`src/rtl/cms_pkg.sv`:
```
// Shared definitions for the continuous-monitoring trace controller:
// address map, state encoding, CTRL bit positions and register reset values.
package cms_pkg;

   localparam int ADDR_CTRL     = 0;
   localparam int ADDR_TRIGGER  = 1;
   localparam int ADDR_STOP     = 2;
   localparam int ADDR_RANGE_LO = 3;
   localparam int ADDR_RANGE_HI = 4;
   localparam int ADDR_LIMIT    = 5;
   localparam int ADDR_STATUS   = 6;
   localparam int ADDR_COUNT    = 7;

   localparam int CTRL_ARM_BIT  = 0;
   localparam int CTRL_HALT_BIT = 1;

   typedef enum logic [1:0] {
      ST_IDLE    = 2'd0,
      ST_ARMED   = 2'd1,
      ST_RUNNING = 2'd2,
      ST_STOPPED = 2'd3
   } cms_state_e;

   localparam logic [31:0] RST_TRIGGER_PC = 32'h0000_0000;
   localparam logic [31:0] RST_STOP_PC    = 32'h0000_0000;
   localparam logic [31:0] RST_RANGE_LO   = 32'h0000_0000;
   localparam logic [31:0] RST_RANGE_HI   = 32'hFFFF_FFFF;
   localparam logic [31:0] RST_LIMIT      = 32'h0000_0000;

endpackage

```
`src/rtl/cms_trace_filter.sv`:
```
// Inclusive unsigned range compare on the committed-PC stream with a
// registered trace output; suppress kills an event in the cycle it occurs.
module cms_trace_filter #(
   parameter int AXI_DATA_WIDTH = 32
) (
   input  logic                      clk,
   input  logic                      rst_n,
   input  logic                      pc_valid,
   input  logic [AXI_DATA_WIDTH-1:0] pc,
   input  logic [AXI_DATA_WIDTH-1:0] range_lo,
   input  logic [AXI_DATA_WIDTH-1:0] range_hi,
   input  logic                      enable,
   input  logic                      suppress,
   output logic                      fire,
   output logic                      trace_valid,
   output logic [AXI_DATA_WIDTH-1:0] trace_pc
);

   logic hit;

   // An inverted range (lo > hi) can never satisfy both bounds, so no hits.
   assign hit  = pc_valid && (pc >= range_lo) && (pc <= range_hi);
   assign fire = enable && hit && !suppress;

   always_ff @(posedge clk) begin
      if (!rst_n) begin
         trace_valid <= 1'b0;
         trace_pc    <= '0;
      end else begin
         trace_valid <= fire;
         if (fire) trace_pc <= pc;
      end
   end

endmodule

```
`src/rtl/cms_trace_ctrl.sv`:
```
// Trace controller top: host register file and read mux, arm/trigger/stop
// state machine, and the traced-hit counter.
module cms_trace_ctrl
   import cms_pkg::*;
#(
   parameter int AXI_DATA_WIDTH = 32,
   parameter int AXI_ADDR_WIDTH = 4
) (
   input  logic                      clk,
   input  logic                      rst_n,
   input  logic                      wr_en,
   input  logic [AXI_ADDR_WIDTH-1:0] wr_addr,
   input  logic [AXI_DATA_WIDTH-1:0] wr_data,
   input  logic                      rd_en,
   input  logic [AXI_ADDR_WIDTH-1:0] rd_addr,
   output logic [AXI_DATA_WIDTH-1:0] rd_data,
   input  logic                      pc_valid,
   input  logic [AXI_DATA_WIDTH-1:0] pc,
   output logic                      trace_valid,
   output logic [AXI_DATA_WIDTH-1:0] trace_pc,
   output logic [1:0]                state,
   output logic                      done_pulse
);

   localparam int W = AXI_DATA_WIDTH;

   cms_state_e state_q, state_d;

   logic [W-1:0] trigger_q, stop_q, range_lo_q, range_hi_q, limit_q, count_q;
   logic [W-1:0] rd_mux;

   logic ctrl_wr, arm_req, halt_req, cfg_wr_ok, arm_go;
   logic trigger_match, stop_match, trace_en, fire, limit_hit;

   assign ctrl_wr  = wr_en && (int'(wr_addr) == ADDR_CTRL);
   assign arm_req  = ctrl_wr && wr_data[CTRL_ARM_BIT];
   assign halt_req = ctrl_wr && wr_data[CTRL_HALT_BIT];

   // Configuration is frozen while a capture is armed or in progress.
   assign cfg_wr_ok = (state_q == ST_IDLE) || (state_q == ST_STOPPED);

   assign trigger_match = pc_valid && (pc == trigger_q);
   assign stop_match    = pc_valid && (pc == stop_q);
   assign trace_en      = ((state_q == ST_ARMED) && trigger_match) ||
                          (state_q == ST_RUNNING);

   cms_trace_filter #(.AXI_DATA_WIDTH(W)) u_filter (
      .clk         (clk),
      .rst_n       (rst_n),
      .pc_valid    (pc_valid),
      .pc          (pc),
      .range_lo    (range_lo_q),
      .range_hi    (range_hi_q),
      .enable      (trace_en),
      .suppress    (halt_req),
      .fire        (fire),
      .trace_valid (trace_valid),
      .trace_pc    (trace_pc)
   );

   assign limit_hit = fire && (limit_q != '0) && ((count_q + W'(1)) == limit_q);

   always_comb begin
      state_d = state_q;
      arm_go  = 1'b0;
      case (state_q)
         ST_IDLE, ST_STOPPED: begin
            if (arm_req && !halt_req) begin
               state_d = ST_ARMED;
               arm_go  = 1'b1;
            end
         end
         ST_ARMED: begin
            if (halt_req)           state_d = ST_STOPPED;
            else if (trigger_match) state_d = ST_RUNNING;
         end
         ST_RUNNING: begin
            if (halt_req || stop_match || limit_hit) state_d = ST_STOPPED;
         end
         default: state_d = ST_IDLE;
      endcase
   end

   always_ff @(posedge clk) begin
      if (!rst_n) begin
         state_q    <= ST_IDLE;
         done_pulse <= 1'b0;
      end else begin
         state_q    <= state_d;
         done_pulse <= (state_q != ST_STOPPED) && (state_d == ST_STOPPED);
      end
   end

   always_ff @(posedge clk) begin
      if (!rst_n) begin
         trigger_q  <= W'(RST_TRIGGER_PC);
         stop_q     <= W'(RST_STOP_PC);
         range_lo_q <= W'(RST_RANGE_LO);
         range_hi_q <= W'(RST_RANGE_HI);
         limit_q    <= W'(RST_LIMIT);
      end else if (wr_en && cfg_wr_ok) begin
         case (int'(wr_addr))
            ADDR_TRIGGER:  trigger_q  <= wr_data;
            ADDR_STOP:     stop_q     <= wr_data;
            ADDR_RANGE_LO: range_lo_q <= wr_data;
            ADDR_RANGE_HI: range_hi_q <= wr_data;
            ADDR_LIMIT:    limit_q    <= wr_data;
            default: ;
         endcase
      end
   end

   always_ff @(posedge clk) begin
      if (!rst_n)                          count_q <= '0;
      else if (arm_go)                     count_q <= '0;
      else if (fire && (count_q != '1))    count_q <= count_q + W'(1);
   end

   always_comb begin
      rd_mux = '0;
      case (int'(rd_addr))
         ADDR_TRIGGER:  rd_mux = trigger_q;
         ADDR_STOP:     rd_mux = stop_q;
         ADDR_RANGE_LO: rd_mux = range_lo_q;
         ADDR_RANGE_HI: rd_mux = range_hi_q;
         ADDR_LIMIT:    rd_mux = limit_q;
         ADDR_STATUS:   rd_mux = W'(state_q);
         ADDR_COUNT:    rd_mux = count_q;
         default:       rd_mux = '0;
      endcase
   end

   always_ff @(posedge clk) begin
      if (!rst_n)     rd_data <= '0;
      else if (rd_en) rd_data <= rd_mux;
   end

   assign state = state_q;

endmodule

```
`config.mk`:
```
export PLATFORM = sky130hd
export DESIGN_NAME = cms_trace_ctrl
export DESIGN_NICKNAME = d
export VERILOG_FILES = /design/src/rtl/cms_pkg.sv /design/src/rtl/cms_trace_filter.sv /design/src/rtl/cms_trace_ctrl.sv
export SDC_FILE = /design/constraint.sdc
export NUM_CORES = 1
export LEC_CHECK = 0
export BUFFER_PORTS_ARGS = -buffer_cell sky130_fd_sc_hd__buf_2
export CAP_MARGIN = 20
export CORE_ASPECT_RATIO = 1.2
export CORE_MARGIN = 2
export CORE_UTILIZATION = 54
export DETAILED_ROUTE_END_ITERATION = 12
export GPL_TIMING_DRIVEN = 0
export PLACE_DENSITY = 0.77
export SLEW_MARGIN = 30
export SYNTH_ARGS = -nofsm -noshare
export SYNTH_HDL_FRONTEND = slang
export SYNTH_SLANG_ARGS = --single-unit
```
`constraint.sdc`:
```
create_clock -name clk -period 3.3 [get_ports clk]
set_clock_uncertainty 0.05 [all_clocks]
set_input_delay 0.66 -clock clk [delete_from_list [all_inputs] [get_ports clk]]
set_output_delay 0.66 -clock clk [all_outputs]
set_load 0.02 [all_outputs]
```
Word-level counts from Yosys, hierarchy flattened

Index checks and enable logic that the tools add are counted.

$add $sub $neg: 1
$lt $le $gt $ge: 2
Equal/unequal tests: 21
Multiplexer cells: 8
Bitwise operators: 1
Reduce and logical (&&, ||, !) cells: 31

Operators with widths:

| kind                    | number |
|---|---|
| $pmux W32 S7            | 1 |
| $eq A32 B32 Y1          | 3 |
| $add A32 B1 Y32 const B | 1 |
| $ge A32 B32 Y1          | 1 |
| $le A32 B32 Y1          | 1 |
| $ne A32 B32 Y1 const B  | 1 |
| $reduce_bool A32 Y1     | 1 |
| $eq A4 B3 Y1 const B    | 6 |
| $eq A4 B2 Y1 const B    | 4 |
| $logic_and A1 B1 Y1     | 16 |
| $reduce_and A2 Y1       | 5 |
| $eq A4 B1 Y1 const B    | 2 |
| $mux W2                 | 4 |
| $eq A2 B2 Y1 const B    | 3 |
| $pmux W2 S3             | 1 |
| $logic_not A4 Y1        | 1 |
| $logic_or A1 B1 Y1      | 4 |
| $reduce_or A2 Y1        | 2 |
| $eq A2 B1 Y1 const B    | 1 |
| $logic_not A2 Y1        | 1 |
| $mux W1                 | 2 |
| $ne A2 B2 Y1 const B    | 1 |
| $logic_not A1 Y1        | 1 |
| $not A1 Y1              | 1 |

Register bits after elaboration: 260
Input bits: 77
Output and inout bits: 68
Word-level logic and storage cells: 75

Longest topological paths before layout

Depth in word-level cells: 13
Mapped depth: 13
Gate-level depth less buffers: 10

Hierarchy

From an unflattened synthesis, not the netlist that was laid out.

Cells, all modules: 1799
Area, all modules: 14450.1 um2

By module, submodules not included:

| module           | times used | cells an instance | area an instance (um2) | seq. area each (um2) |
|---|---|---|---|---|
| cms_trace_ctrl   | 1          | 1434              | 11523.6                | 4544.4 |
| cms_trace_filter | 1          | 365               | 2926.6                 | 660.6 |

Least setup slack after synthesis

OpenSTA, ideal clock, no wires.

Path kind: input-to-reg
Start point: input port pc[29]
End point: register count_q[30]
Library setup time: 0.135 ns
Arrival time: 3.227 ns
Required time: 3.115 ns
Slack: -0.112 ns
Stages: 12
Cells stage by stage: ha_1 -> a211oi_1 -> nor2_1 -> or4b_1 -> nor4_2 -> a21oi_1 -> or4_4 -> buf_6 -> buf_6 -> buf_2 -> o311ai_0 -> o41ai_1

Cells in the longest elaborated chain, start to end: 7

RTL lines:

| element                                                | line                   | RTL |
|---|---|---|
| start, declared                                        | cms_trace_ctrl.sv:18   | `input logic [AXI_DATA_WIDTH-1:0] pc,` |
| branches (longest 4 deep; another with $ge A32 B32 Y1) | -                      |  |
| $logic_and A1 B1 Y1 * (2 in a row)                     | cms_trace_filter.sv:23 | `assign fire = enable && hit && !suppress;` |
| $logic_and A1 B1 Y1 *                                  | cms_trace_ctrl.sv:116  | `else if (fire && (count_q != '1)) count_q <= count_q + W'(1);` |
| end signal, assigned                                   | cms_trace_ctrl.sv:116  |  |
| end, declared                                          | cms_trace_ctrl.sv:29   | `logic [W-1:0] trigger_q, stop_q, range_lo_q, range_hi_q, limit_q, count_q;` |

Mark *: on every way between the ends.
A chain may end at the register's enable or synchronous reset.

Worst setup path after layout

Start point: register range_hi_q[29]
End point: register count_q[28]

Cells in the longest elaborated chain, start to end: 5

RTL lines:

| element                          | line                   | RTL |
|---|---|---|
| start, declared                  | cms_trace_ctrl.sv:29   |  |
| start signal, assigned           | cms_trace_ctrl.sv:99   | `range_hi_q <= W'(RST_RANGE_HI);` |
| start signal, assigned           | cms_trace_ctrl.sv:106  | `ADDR_RANGE_HI: range_hi_q <= wr_data;` |
| $le A32 B32 Y1                   | cms_trace_filter.sv:22 | `assign hit = pc_valid && (pc >= range_lo) && (pc <= range_hi);` |
| $logic_and A1 B1 Y1              | cms_trace_filter.sv:22 |  |
| $logic_and A1 B1 Y1 (2 in a row) | cms_trace_filter.sv:23 |  |
| $logic_and A1 B1 Y1              | cms_trace_ctrl.sv:116  |  |

Every way passes these cells.

==> run_results.csv <==
group,metric,value,unit
timing,setup_slack,-0.151,ns
pwr,cellPowerDensity,413,mW/mm2
global_route,grt_antenna_before_repair,0,
global_route,grt_overflow,0,
routing,firstDrtPassIters,8,
synth,synthArstFlopShare,0,%
routing,vias_per_cell,6.39,
synth,syn-num-nets,1917,
clock_network,cts_buffers,28,
clock_network,tritoncts,"built",
synth,yosysSeqAreaShare,37.2,%
floorplan,die_x,151,um
critical_path,path_cells,"inv_2 > ha_4 > a211oi_2 > nor2_1 > or4b_4 > nor4_4 > a21oi_2 > or4_4 > buf_8 > buf_12 > or4_4 > a21oi_2",
synth,syn_inst,1771,
floorplan,rows,64,
routing,drt_wl_total,56.8,mm
run_status,status,"finished, violations left",
critical_path,worst_path_largest_cell_delay,0.64,ns
finish,layout.nets,2106,
critical_path,critical_path_arrival,3.89,ns
run_status,violations,"negative setup slack",
synth,synth_ff_type,"dfxtp_1",
synth,netlist_top_cells_area,"dfxtp_1 37%, nand2_1 8.9%, a21oi_1 7.8%",
critical_path,ff2ff_setup_slack,-0.15,ns
timing,final_hold_viol_count,0,
timing,rsz0062_at_grt,"yes",
critical_path,rr_endpoint,"count_q[28]",
timing,whs,0.371,ns
critical_path,crit_path_start,"range_hi_q[29]",
timing,maxSlewHeadroom,35.2,%
synth,synth_cell_type_count,67,
placed_design,place.gp.congestion,1.07,
global_route,grt_pass1_wl,83.0,mm
routing,drtIter0Drc,2008,
placed_design,dp_slack,-1.16,ns
clock_network,htreeDepth,1,
pwr,power.leakage,6.11,nW
floorplan,die-area,0.0272,mm2
critical_path,worstPathRequired,3.74,ns
critical_path,crit_buf_inv,3,
routing,dr_total_vias,14756,
timing,period_needed,3.45,ns
finish,post_route_cells_drive_above_1_share,17.3,%
synth,synth.largest_area_cell,"dfxtp_1",
global_route,grt.total_usage,40.5,%
floorplan,core,0.0255,mm2
clock_network,cts_sinks,260,
timing,finalSetupViolCount,26,
clock_network,cts_hold_buf,0,
hold_path,hp-start,"wr_data[18]",
timing,tns,-1.73,ns
synth,synth_edf_count,0,
floorplan,die_h,180,um
placed_design,io_buffers,142,
run,cap_violations,0,
timing,slew_viol_final,0,
critical_path,critPathKind,"reg -> reg",
finish,n_antenna_cell,0,
timing,timing.fmax,0.290,GHz
placed_design,hpwl,42.9,mm
critical_path,rr_worst_depth,12,
placed_design,dp_cells,2243,
synth,synth_top_area_share,37.2,%
routing,drc,0,
clock_network,cts_buffer_depth,3,
timing,post-route-period-util,105,%
critical_path,path_delay_family,"simple AND/OR/NAND/NOR gates",
synth,ys_ff_latch,260,
synth,yosys_warnings,0,
synth,synthesis.area,0.0140,mm2
clock_network,path_clk_slew,0.06,ns
floorplan,initial_utilization,55.0,%
global_route,grt_max_degree,14,
hold_path,hp-class,"in -> reg",
floorplan,pin_count,145,
hold_path,worstHoldPathCells,3,
clock_network,clk-insertion-delay-late,0.55,ns
finish,finalNonFillerCells,2309,
timing,max_slew.worst_pin.slew,0.973,ns
finish,nFillCells,2152,
hold_path,hold_end,"trigger_q[18]",
routing,postRouteAntennaNets,0,
critical_path,cpMaxStageDelayCell,"or4_4",
clock_network,cts_root_buf,"clkbuf_16",
critical_path,cp-end-kind,"flop",
critical_path,r2r_start,"range_hi_q[29]",
critical_path,cp-start-kind,"flop",
synth,postSynthAreaPerCell,7.91,um2
finish,final_util,67.2,%
pwr,peakVddDrop,0.389,mV
routing,wire_per_inst,24.6,um
finish,syn_to_final_growth,22.2,%
critical_path,critPathMaxFanout,6,
global_route,first_global_vias,13711,
## final cells by class
| cell class | count | area, um2 | share of cell area [%] |
|---|---|---|---|
| inverters | 81 | 304 | 1.78 |
| plain buffers | 114 | 604 | 3.53 |
| clock inverters | 4 | 47.5 | 0.278 |
| flip-flops and latches | 260 | 5230 | 30.5 |
| multi-input cells | 1305 | 8630 | 50.4 |
| repair buffers | 170 | 1010 | 5.89 |
| clock buffers | 45 | 876 | 5.12 |
| well taps | 330 | 413 | 2.41 |
## repair_timing
action / 4_1_cts / 5_1_grt
pin swaps: 29 / 34
setup buffers: 7 / 17
endpoints found under the hold margin: 0 / 0
setup endpoints to repair: 67 / 59
cloned: 3 / 1
gates resized for setup: 92 / 76
## power by group
part           switching [mW]  leakage [nW]  internal [mW]
clock                    1.32         0.452           1.87
sequential             0.0413          2.10           3.17
combinational           0.456          3.56          0.204
## synth_stat cells, types with 37 or more instances
| library cell | instances |
|---|---|
| dfxtp_1 | 260 |
| a31oi_1 | 38 |
| ha_1 | 69 |
| inv_1 | 80 |
| nand4_1 | 46 |
| nor2_1 | 92 |
| xnor2_1 | 90 |
| mux2i_1 | 37 |
| a22oi_1 | 93 |
| clkbuf_1 | 108 |
| nand2_1 | 332 |
| a21oi_1 | 217 |
## flip-flops by register name (all words and copies together) (netlist names)
register and cells:
count_q 32, done_pulse 1, limit_q 32, range_hi_q 32, range_lo_q 32, rd_data 32
state 2, stop_q 32, trigger_q 32, u_filter.trace_pc 32, u_filter.trace_valid 1
## metrics by stage
stage	cell area [um2]	power [mW]
6_report	17100	7.07
3_5_place_dp	15200	3.89
2_1_floorplan	14000	3.59
5_1_grt	17100	7.22
4_1_cts	16600	7.02
3_3_place_gp	15200	3.88
## tightest hold or removal path: stages
cell     delay [ns]
buf_2          0.15
nand2_1        0.07
a21oi_1        0.05
## cell usage in the layout, fill, tap and decap left out, drive strengths merged, types with 4 or more instances in the layout
cell type and instances:
or3 7, clkbuf 144, a211oi 6, buf 185, ha 69, mux2i 37
a22oi 93, a21o 9, a31oi 38, nand3 33, nor3 21, nand2b 6
o31ai 24, and4 7, o21ai 17, inv 80, o211ai 33, and3 7
nor4 29, nand2 332, xnor2 90, nand4 46, xor2 16, nor2 93
o21a 4, nor4b 4, dfxtp 260, or4 28, a21oi 217
## metal layers
layer	wire (um)	global-route usage, %	part of all wire, %
met4	4140	24.0	7.3
met1	21800	53.2	38
met2	24900	61.6	44
met3	5940	7.54	10
met5	0	0	0
## kinds of logic (layout without fill, tap and decap cells)
group,after synthesis,in the layout,share of synthesized area [%]
flops,260,260,37.2
simple gates,628,628,20.9
xor+xnor,106,106,6.63
compound gates,464,464,20.6
fa+ha+maj,69,69,6.17
mux,38,38,2.73
buf+inv,206,414,5.82
## how the worst max path moves through the flow
stage	cells after the start	to	slack, ns
detailed placement	12	u_filter.trace_pc[19]	-1.16
global route	12	count_q[28]	-0.18
global placement	10	u_filter.trace_pc[23]	-1.16
floorplan	11	count_q[25]	-0.0006
finish	12	count_q[28]	-0.15
CTS	12	count_q[28]	-0.20
Note: power is estimated with default switching activity, not from simulation.
